$ cat config.mk
export PLATFORM = sky130hd
export DESIGN_NAME = boot_seq_ctrl_flat
export DESIGN_NICKNAME = d
export VERILOG_FILES = /design/src/rtl/boot_seq_ctrl_if.sv /design/src/rtl/boot_seq_ctrl.sv /design/src/flat_wrapper.sv
export SDC_FILE = /design/constraint.sdc
export NUM_CORES = 1
export LEC_CHECK = 0
export ABC_CLOCK_PERIOD_IN_PS = 2610
export CAP_MARGIN = 5
export CORE_UTILIZATION = 30
export DETAILED_ROUTE_END_ITERATION = 16
export PLACE_DENSITY = 0.52
export RECOVER_POWER = 100
export SYNTH_ARGS = -nofsm -noshare
export SYNTH_HDL_FRONTEND = slang
export SYNTH_SLANG_ARGS = --single-unit
export TNS_END_PERCENT = 5
$ cat constraint.sdc
create_clock -name clk_i -period 2.61 [get_ports clk_i]
set_input_delay 0.522 -clock clk_i [delete_from_list [all_inputs] [get_ports clk_i]]
set_output_delay 0.522 -clock clk_i [all_outputs]
set_load 0.01 [all_outputs]
$ cat src/rtl/boot_seq_ctrl_if.sv
// Signal bundle between the boot sequencer and the clock/reset, DRAM and SoC side.
// The slave modport belongs to the sequencer and the master modport to whatever drives it.
interface boot_seq_ctrl_if;
  logic       pll_locked_i;
  logic       dram_calib_done_i;
  logic       sw_rst_req_i;
  logic [1:0] boot_mode_i;
  logic       dram_rst_o;
  logic       soc_rst_no;
  logic       usb_rst_no;
  logic [1:0] boot_mode_o;
  logic       calib_err_o;
  logic [2:0] state_o;

  modport slave (
    input  pll_locked_i,
    input  dram_calib_done_i,
    input  sw_rst_req_i,
    input  boot_mode_i,
    output dram_rst_o,
    output soc_rst_no,
    output usb_rst_no,
    output boot_mode_o,
    output calib_err_o,
    output state_o
  );

  modport master (
    output pll_locked_i,
    output dram_calib_done_i,
    output sw_rst_req_i,
    output boot_mode_i,
    input  dram_rst_o,
    input  soc_rst_no,
    input  usb_rst_no,
    input  boot_mode_o,
    input  calib_err_o,
    input  state_o
  );
endinterface

$ cat src/rtl/boot_seq_ctrl.sv
// Power-up sequencer: filters PLL lock, pulses the DRAM reset, waits for calibration,
// then releases SoC/USB reset and latches the boot mode. All outputs decode from flops.
module boot_seq_ctrl #(
  parameter int unsigned LockFilter    = 8,
  parameter int unsigned DramRstCycles = 16,
  parameter int unsigned SocRstCycles  = 32,
  parameter int unsigned CalibTimeout  = 1048576
) (
  input  logic           clk_i,
  input  logic           rst_i,
  boot_seq_ctrl_if.slave bus
);
  localparam int unsigned MaxLd     = (LockFilter > DramRstCycles) ? LockFilter : DramRstCycles;
  localparam int unsigned MaxSc     = (SocRstCycles > CalibTimeout) ? SocRstCycles : CalibTimeout;
  localparam int unsigned MaxCycles = (MaxLd > MaxSc) ? MaxLd : MaxSc;
  localparam int unsigned CntW      = $clog2(MaxCycles) + 1;

  typedef enum logic [2:0] {
    WAIT_LOCK  = 3'd0,
    DRAM_RST   = 3'd1,
    WAIT_CALIB = 3'd2,
    SOC_RST    = 3'd3,
    RUN        = 3'd4,
    ERROR      = 3'd5
  } state_e;

  state_e          state_q, state_d;
  logic [CntW-1:0] cnt_q, cnt_d;
  logic [1:0]      lock_sync_q, lock_sync_d;
  logic [1:0]      calib_sync_q, calib_sync_d;
  logic [1:0]      boot_mode_q, boot_mode_d;
  logic            calib_err_q, calib_err_d;
  logic            recal_q, recal_d;

  logic lock_s;
  logic calib_s;
  logic lock_done;
  logic dram_done;
  logic calib_expired;
  logic soc_done;

  assign lock_s  = lock_sync_q[1];
  assign calib_s = calib_sync_q[1];

  // Terminal counts: a state that waits N cycles leaves when the counter shows N-1.
  assign lock_done     = (cnt_q == CntW'(LockFilter - 1));
  assign dram_done     = (cnt_q == CntW'(DramRstCycles - 1));
  assign calib_expired = (cnt_q == CntW'(CalibTimeout - 1));
  assign soc_done      = (cnt_q == CntW'(SocRstCycles - 1));

  always_comb begin
    lock_sync_d  = {lock_sync_q[0], bus.pll_locked_i};
    calib_sync_d = {calib_sync_q[0], bus.dram_calib_done_i};
  end

  always_comb begin
    state_d     = state_q;
    cnt_d       = cnt_q + CntW'(1);
    boot_mode_d = boot_mode_q;
    calib_err_d = calib_err_q;
    recal_d     = recal_q;

    case (state_q)
      WAIT_LOCK: begin
        if (!lock_s) begin
          cnt_d = '0;
        end else if (lock_done) begin
          state_d = DRAM_RST;
        end
      end
      DRAM_RST: begin
        if (dram_done) begin
          state_d = WAIT_CALIB;
        end
      end
      WAIT_CALIB: begin
        if (calib_s) begin
          state_d = SOC_RST;
        end else if (calib_expired) begin
          state_d     = ERROR;
          calib_err_d = 1'b1;
        end
      end
      SOC_RST: begin
        // A held software request parks here; the full count restarts on release.
        if (bus.sw_rst_req_i) begin
          cnt_d = '0;
        end else if (recal_q) begin
          state_d = DRAM_RST;
          recal_d = 1'b0;
        end else if (soc_done) begin
          state_d     = RUN;
          boot_mode_d = bus.boot_mode_i;
        end
      end
      RUN: begin
        cnt_d = '0;
        if (bus.sw_rst_req_i) begin
          state_d = SOC_RST;
        end else if (!calib_s) begin
          state_d = SOC_RST;
          recal_d = 1'b1;
        end
      end
      ERROR: begin
        cnt_d = '0;
        if (bus.sw_rst_req_i) begin
          state_d     = DRAM_RST;
          calib_err_d = 1'b0;
        end
      end
      default: begin
        state_d = WAIT_LOCK;
      end
    endcase

    // Losing the clock overrides everything, including a pending software request.
    if ((state_q != WAIT_LOCK) && !lock_s) begin
      state_d = WAIT_LOCK;
      recal_d = 1'b0;
    end

    if (state_d != state_q) begin
      cnt_d = '0;
    end
  end

  always_ff @(posedge clk_i or posedge rst_i) begin
    if (rst_i) begin
      state_q      <= WAIT_LOCK;
      cnt_q        <= '0;
      lock_sync_q  <= '0;
      calib_sync_q <= '0;
      boot_mode_q  <= '0;
      calib_err_q  <= 1'b0;
      recal_q      <= 1'b0;
    end else begin
      state_q      <= state_d;
      cnt_q        <= cnt_d;
      lock_sync_q  <= lock_sync_d;
      calib_sync_q <= calib_sync_d;
      boot_mode_q  <= boot_mode_d;
      calib_err_q  <= calib_err_d;
      recal_q      <= recal_d;
    end
  end

  assign bus.dram_rst_o  = (state_q == WAIT_LOCK) || (state_q == DRAM_RST);
  assign bus.soc_rst_no  = (state_q == RUN);
  assign bus.usb_rst_no  = (state_q == RUN);
  assign bus.boot_mode_o = boot_mode_q;
  assign bus.calib_err_o = calib_err_q;
  assign bus.state_o     = state_q;
endmodule

$ cat src/flat_wrapper.sv
// flat-port wrapper written by rule: the top's interface ports become plain ports
module boot_seq_ctrl_flat 
#(
  parameter int unsigned LockFilter    = 8,
  parameter int unsigned DramRstCycles = 16,
  parameter int unsigned SocRstCycles  = 32,
  parameter int unsigned CalibTimeout  = 1048576
)
  (clk_i, rst_i, bus_pll_locked_i, bus_dram_calib_done_i, bus_sw_rst_req_i, bus_boot_mode_i, bus_dram_rst_o, bus_soc_rst_no, bus_usb_rst_no, bus_boot_mode_o, bus_calib_err_o, bus_state_o);
  boot_seq_ctrl_if bus_i ();
  input  logic clk_i;
  input  logic rst_i;
  input wire logic [$bits(bus_i.pll_locked_i)-1:0] bus_pll_locked_i;
  input wire logic [$bits(bus_i.dram_calib_done_i)-1:0] bus_dram_calib_done_i;
  input wire logic [$bits(bus_i.sw_rst_req_i)-1:0] bus_sw_rst_req_i;
  input wire logic [$bits(bus_i.boot_mode_i)-1:0] bus_boot_mode_i;
  output wire logic [$bits(bus_i.dram_rst_o)-1:0] bus_dram_rst_o;
  output wire logic [$bits(bus_i.soc_rst_no)-1:0] bus_soc_rst_no;
  output wire logic [$bits(bus_i.usb_rst_no)-1:0] bus_usb_rst_no;
  output wire logic [$bits(bus_i.boot_mode_o)-1:0] bus_boot_mode_o;
  output wire logic [$bits(bus_i.calib_err_o)-1:0] bus_calib_err_o;
  output wire logic [$bits(bus_i.state_o)-1:0] bus_state_o;
  assign bus_i.pll_locked_i = bus_pll_locked_i;
  assign bus_i.dram_calib_done_i = bus_dram_calib_done_i;
  assign bus_i.sw_rst_req_i = bus_sw_rst_req_i;
  assign bus_i.boot_mode_i = bus_boot_mode_i;
  assign bus_dram_rst_o = bus_i.dram_rst_o;
  assign bus_soc_rst_no = bus_i.soc_rst_no;
  assign bus_usb_rst_no = bus_i.usb_rst_no;
  assign bus_boot_mode_o = bus_i.boot_mode_o;
  assign bus_calib_err_o = bus_i.calib_err_o;
  assign bus_state_o = bus_i.state_o;
  boot_seq_ctrl #(.LockFilter(LockFilter), .DramRstCycles(DramRstCycles), .SocRstCycles(SocRstCycles), .CalibTimeout(CalibTimeout)) u_core (.clk_i(clk_i), .rst_i(rst_i), .bus(bus_i));
endmodule
### After elaboration in Yosys (flattened, before gate mapping)

Cells that the tools add are included.

| storage, ports and cells | value |
|---|---|
| bits in registers | 32 |
| bits of input ports | 7 |
| output and inout port bits | 9 |
| word-level logic and storage cells | 63 |

| operators by class | value |
|---|---|
| $add $sub $neg | 1 |
| eq/ne operators | 16 |
| mux-type cells | 26 |
| bitwise operators | 2 |
| reduce and logical (&&, ||, !) cells | 11 |

Operators by type and width:

| operator | number |
|---|---|
| 21-bit two-way mux | 3 |
| 21-bit case mux with 3 select lines | 1 |
| 3-bit two-way mux | 12 |
| 21-bit by 1-bit adder with 21-bit output (second input constant) | 1 |
| 21-bit by 20-bit equality test with 1-bit output (second input constant) | 1 |
| 21-bit by 3-bit equality test with 1-bit output (second input constant) | 1 |
| 21-bit by 4-bit equality test with 1-bit output (second input constant) | 1 |
| 21-bit by 5-bit equality test with 1-bit output (second input constant) | 1 |
| 3-bit case mux with 6 select lines | 1 |
| 4-bit AND reduction | 3 |
| 1-bit two-way mux | 7 |
| 3-bit by 2-bit equality test with 1-bit output (second input constant) | 2 |
| 3-bit equality test (second input constant) | 2 |
| 3-bit by 2-bit != test with 1-bit output (second input constant) | 2 |
| 3-bit nonzero test | 2 |
| 2-bit != test (second input constant) | 2 |
| 1-bit case mux with 2 select lines | 2 |
| 3-bit by 1-bit equality test with 1-bit output (second input constant) | 1 |
| 3-bit logical NOT | 1 |
| 3-bit != test | 1 |
| 3-bit != test (second input constant) | 1 |
| 2-bit by 1-bit != test with 1-bit output (second input constant) | 1 |
| 1-bit inverter | 2 |
| 2-bit nonzero test | 1 |
| 4 further kinds | 4 |

### Logic depth before layout (Yosys ltp)

| logic depth | value |
|---|---|
| depth in word-level cells | 8 |
| depth in mapped cells | 9 |
| depth with buffers taken out | 7 |

### Least setup slack after synthesis

OpenSTA, ideal clock, no wires.

| timing path | value |
|---|---|
| path type | register to register |
| from | reg u_core.cnt_q[0] |
| to | reg u_core.cnt_q[10] |
| setup time | 0.086 ns |
| arrival | 1.890 ns |
| data required time | 2.524 ns |
| path slack | 0.633 ns |
| cell stages (with the launch flop) | 10 |
| path buffers | 2 |
| clock period less this slack | 1.977 ns |
| path through | dfrtp_1 > ha_1 > and3_1 > buf_2 > o21ai_0 > nor3_1 > a211oi_1 > o2111ai_2 > buf_6 > nor3_1 |

| between the ends | value |
|---|---|
| cells in the longest elaborated chain, start to end | 8 |
| elaborated cells between the ends (all ways) | 20 |
| classes of those cells | 1 x add/sub; 5 x eq/ne; 14 x mux |

Ends and longest elaborated chain:

| element | RTL line | text |
|---|---|---|
| from (decl) | boot_seq_ctrl.sv:28 | `logic [CntW-1:0] cnt_q, cnt_d;` |
| from (signal assigned) | boot_seq_ctrl.sv:139 | `cnt_q <= cnt_d;` |
| 21-bit by 5-bit equality test with 1-bit output | boot_seq_ctrl.sv:49 | `assign soc_done = (cnt_q == CntW'(SocRstCycles - 1));` |
| 3-bit two-way mux | boot_seq_ctrl.sv:91 | `end else if (soc_done) begin` |
| 3-bit two-way mux | boot_seq_ctrl.sv:88 | `end else if (recal_q) begin` |
| 3-bit two-way mux | boot_seq_ctrl.sv:86 | `if (bus.sw_rst_req_i) begin` |
| 3-bit case mux with 6 select lines | boot_seq_ctrl.sv:63 | `case (state_q)` |
| 3-bit two-way mux | boot_seq_ctrl.sv:118 | `if ((state_q != WAIT_LOCK) && !lock_s) begin` |
| 3-bit != test | boot_seq_ctrl.sv:123 | `if (state_d != state_q) begin` |
| 21-bit two-way mux (*) | boot_seq_ctrl.sv:123 |  |
| named net u_core.cnt_d[10] | boot_seq_ctrl.sv:28 |  |

The timed path passes the listed nets; every way through them passes the cells marked *.
A chain may end at the register's enable or synchronous reset.

### Worst setup path after layout

| timing path | value |
|---|---|
| from | in bus_sw_rst_req_i |
| to | reg u_core.cnt_q[12] |

| between the ends | value |
|---|---|
| cells in the longest elaborated chain, start to end | 5 |
| elaborated cells between the ends (all ways) | 9 |
| classes of those cells | 1 x eq/ne; 8 x mux |

Ends and longest elaborated chain:

| element | RTL line | text |
|---|---|---|
| from (decl) | flat_wrapper.sv:15 | `input wire logic [$bits(bus_i.sw_rst_req_i)-1:0] bus_sw_rst_req_i;` |
| 3-bit two-way mux, on equally long branches | boot_seq_ctrl.sv:107, boot_seq_ctrl.sv:86, boot_seq_ctrl.sv:98 |  |
| 3-bit case mux with 6 select lines | boot_seq_ctrl.sv:63 |  |
| 3-bit two-way mux | boot_seq_ctrl.sv:118 |  |
| 3-bit != test | boot_seq_ctrl.sv:123 |  |
| 21-bit two-way mux (*) | boot_seq_ctrl.sv:123 |  |
| named net u_core.cnt_d[12] | boot_seq_ctrl.sv:28 |  |

Marked as above.

==> flow_summary.yaml <==
worst_setup_path:
  crit_fanout: 21
  crit_chain: "dlygate4sd3_1, nor4bb_1, o21ai_0, nor3_1, a211oi_1, o2111ai_2, buf_4, nor3_1"
  cp_common_cell: "nor3_1"
  critPathMaxStageDelay_ps: 630
  crit_family: "buffers and inverters"
  endpoint_kind: "flop"
  required_ps: 2800
  cpMaxStageDelayCell: "dlygate4sd3_1"
  cp.arrival_ps: 2540
  worstSetupPathType: "input port to flop"
  crit_path_start_kind: "input port"
  critical_path_buf_inv_count: 2
floorplan:
  chipHeight_um: 79.58
  dieArea_sq_um: 6332
  initial_core_util: 0.3200
  rows: 27
  io_pins: 16
  core_area_sq_um: 5642
  die_w_um: 79.58
sta:
  slew_headroom: 0.4685
  setup_viol: 0
  setup_tns_ps: 0
  fin_crit_ps: 2347
  rsz0062_at_grt: "false"
  fmax_ghz: 0.4261
  hold_viol: 0
  min_period_over_period: 0.8992
  worstMarginPinSlew_ps: 797.3
  slew_viol_final: 0
  clock_skew_ps: 4.529
synthesis:
  synthCells: 199
  synth_area_per_cell_sq_um: 9.073
  synth_nets: 207
  ys_ff_latch: 32
  synth_area_sq_um: 1805
  ys_types: 42
  synth.yosys.seq_area_share: 0.4435
  yosys_warnings: 0
route:
  wl_per_cell_um: 13.97
  viasPerCell: 5.131
  routed_wl_um: 4050
  vias: 1488
  drc: 0
  drtIter0Drc: 93
  dr.pass1.iters: 4
  ant_nets: 0
global_routing:
  grt_pass1_wl_um: 7134
  grt_start_max_net_pins: 33
  grt_pass1_vias: 1427
  gr-total-overflow: 0
  track_usage: 0.1470
  antenna_found_initial: 0
flow_run:
  max-cap-violations: 0
placement:
  post-dp-hpwl_um: 2788
  gp_congestion: 0.8446
  portBuffers: 15
power_and_ir_drop:
  ir_worst_vdd_uv: 369.6
  power_density_nw_per_um2: 633.7
  p_total_mw: 1.353
  p_leak_nw: 0.8425
finish:
  nets: 225
  layout-drive-gt1-share: 0.09174
  final_util: 0.3784
  diodes: 0
  syn2layout_area_growth_pct: 18.23
cts:
  postCtsSetupBuffers: 0
  path_clk_slew_ps: 70
  cts_buffers: 5
  clk_latency_ps: 280
  cts.hold.buffers_added: 0
  cts.path.max_buffers: 2
  cts_tree: "yes"
  cts_max_level: 2
  clkSinkCount: 32
  cts_resized: 0
  cts_root_buf: "clkbuf_8"
hold_path:
  hold_class: "flop to flop"
status:
  outcome: "finished clean"
-- layer usage --
layer  vias to the layer above  part of all wire  GRT usage
met4                         0             0.013    0.05636
met2                        21              0.44     0.2128
met5                         -                 0          0
met1                       716              0.52     0.2093
met3                         4             0.031    0.03429
li1                        747                 -          -
-- synthesized netlist by cell type, drive strengths merged --
cell     instances  area, sq um
nor4bb           1        10.01
nor3            30        155.1
nand2           16        60.06
and4             3        26.28
a211oi           1        7.510
and2             2        12.51
inv              6        22.52
ha               1        12.51
o2111ai          2        23.77
o31ai            1        7.510
o21a             1        7.510
o22a             1        8.760
or3b             1        8.760
or4              1        7.510
nor2            18        67.56
or3              2        12.51
a21oi            2        10.01
o211ai           1        7.510
o32ai            2        17.52
o21ai            5        25.02
and3             2        12.51
nand2b           2        12.51
nand3b           1        7.510
buf              8        55.05
nor2b            3        18.77
o22ai            1        6.260
mux2             2        22.52
nand3           13        65.06
clkbuf           3        11.26
xor2             9        78.83
a31oi            3        18.77
a21bo            1        10.01
nand4            6        43.79
dfrtp           32        800.8
xnor2           10        87.58
nor4             6        43.79
-- placed cells by master (no fill, tap or decap), types with 2 or more instances in the layout --
cell type        synthesis  routed
nor2b_1                  3       3
and3_1                   2       2
nand2_1                 16      16
dfrtp_1                 32      32
or3_1                    2       2
nand4_1                  5       5
nor2_1                  18      18
nand2b_1                 2       2
nand3_1                 13      13
a21oi_1                  2       2
clkbuf_8                 0       6
nor3_1                  29      30
and4_1                   3       3
xnor2_1                 10      10
a31oi_1                  3       3
dlygate4sd3_1            0       9
inv_1                    6       6
nor4_1                   5       5
buf_4                    1       4
clkdlybuf4s50_1          0       6
clkbuf_1                 3       2
and2_1                   2       2
o21ai_0                  5       5
mux2_2                   2       2
xor2_1                   9       9
-- worst paths after layout --
path,to,cells after the start,slack (ps),from
max,u_core.cnt_q[12],8,260,bus_sw_rst_req_i
min,u_core.calib_sync_q[1],0,350,u_core.calib_sync_q[0]
max reg2reg,u_core.cnt_q[12],7,290,u_core.bus.state_o[0]
min reg2reg,u_core.calib_sync_q[1],0,350,u_core.calib_sync_q[0]
max in group asynchronous,u_core.cnt_q[6],3,1200,rst_i
min in group asynchronous,u_core.calib_sync_q[0],3,900,rst_i
-- report_power, final --
group / internal, mW / leakage, nW / switching [mW] / total (mW)
combinational: 0.155 / 0.364 / 0.247 / 0.402
clock: 0.214 / 0.0445 / 0.185 / 0.399
sequential: 0.528 / 0.434 / 0.0236 / 0.551
-- area by class of cell --
class	count	area, sq um
inverter	6	22.52
clock inverter	1	7.507
clock buffer	7	86.33
sequential	32	800.8
multi-input combinational	150	918.4
tap	72	90.09
fill	569	3507
timing repair buffer	22	209.0
-- registers in the layout, indices dropped and copies added (netlist names) --
register	flops
u_core.bus.state_o	3
u_core.lock_sync_q	2
u_core.calib_sync_q	2
u_core.bus.calib_err_o	1
u_core.cnt_q	21
u_core.bus.boot_mode_o	2
u_core.recal_q	1
-- logic make-up (layout without fill, tap and decap cells) --
kind of cell             count (synthesis)  count (layout)  share of synthesized area
flip-flops                              32              32                     0.4435
AO/OA/AOI/OAI                           21              21                    0.08317
adder cells (fa/ha/maj)                  1               1                   0.006929
buffers and inverters                   17              36                    0.04920
multiplexers                             2               2                    0.01247
AND/OR/NAND/NOR                        107             107                     0.3125
XOR/XNOR                                19              19                    0.09217
-- stage by stage --
stage | hold WS, ps | cells | setup slack (ps) | instance area, sq um
6_report | 349.1 | 290 | 263.0 | 2135
5_1_grt | 355.2 | 290 | 119.5 | 2135
4_1_cts | 350.7 | 290 | 269.9 | 2146
3_5_place_dp | 334.7 | 282 | 77.41 | 2052
3_3_place_gp | 332.0 | 282 | 173.4 | 2052
2_1_floorplan | 331.2 | 199 | 633.5 | 1805
(Power assumes the default switching activity.)
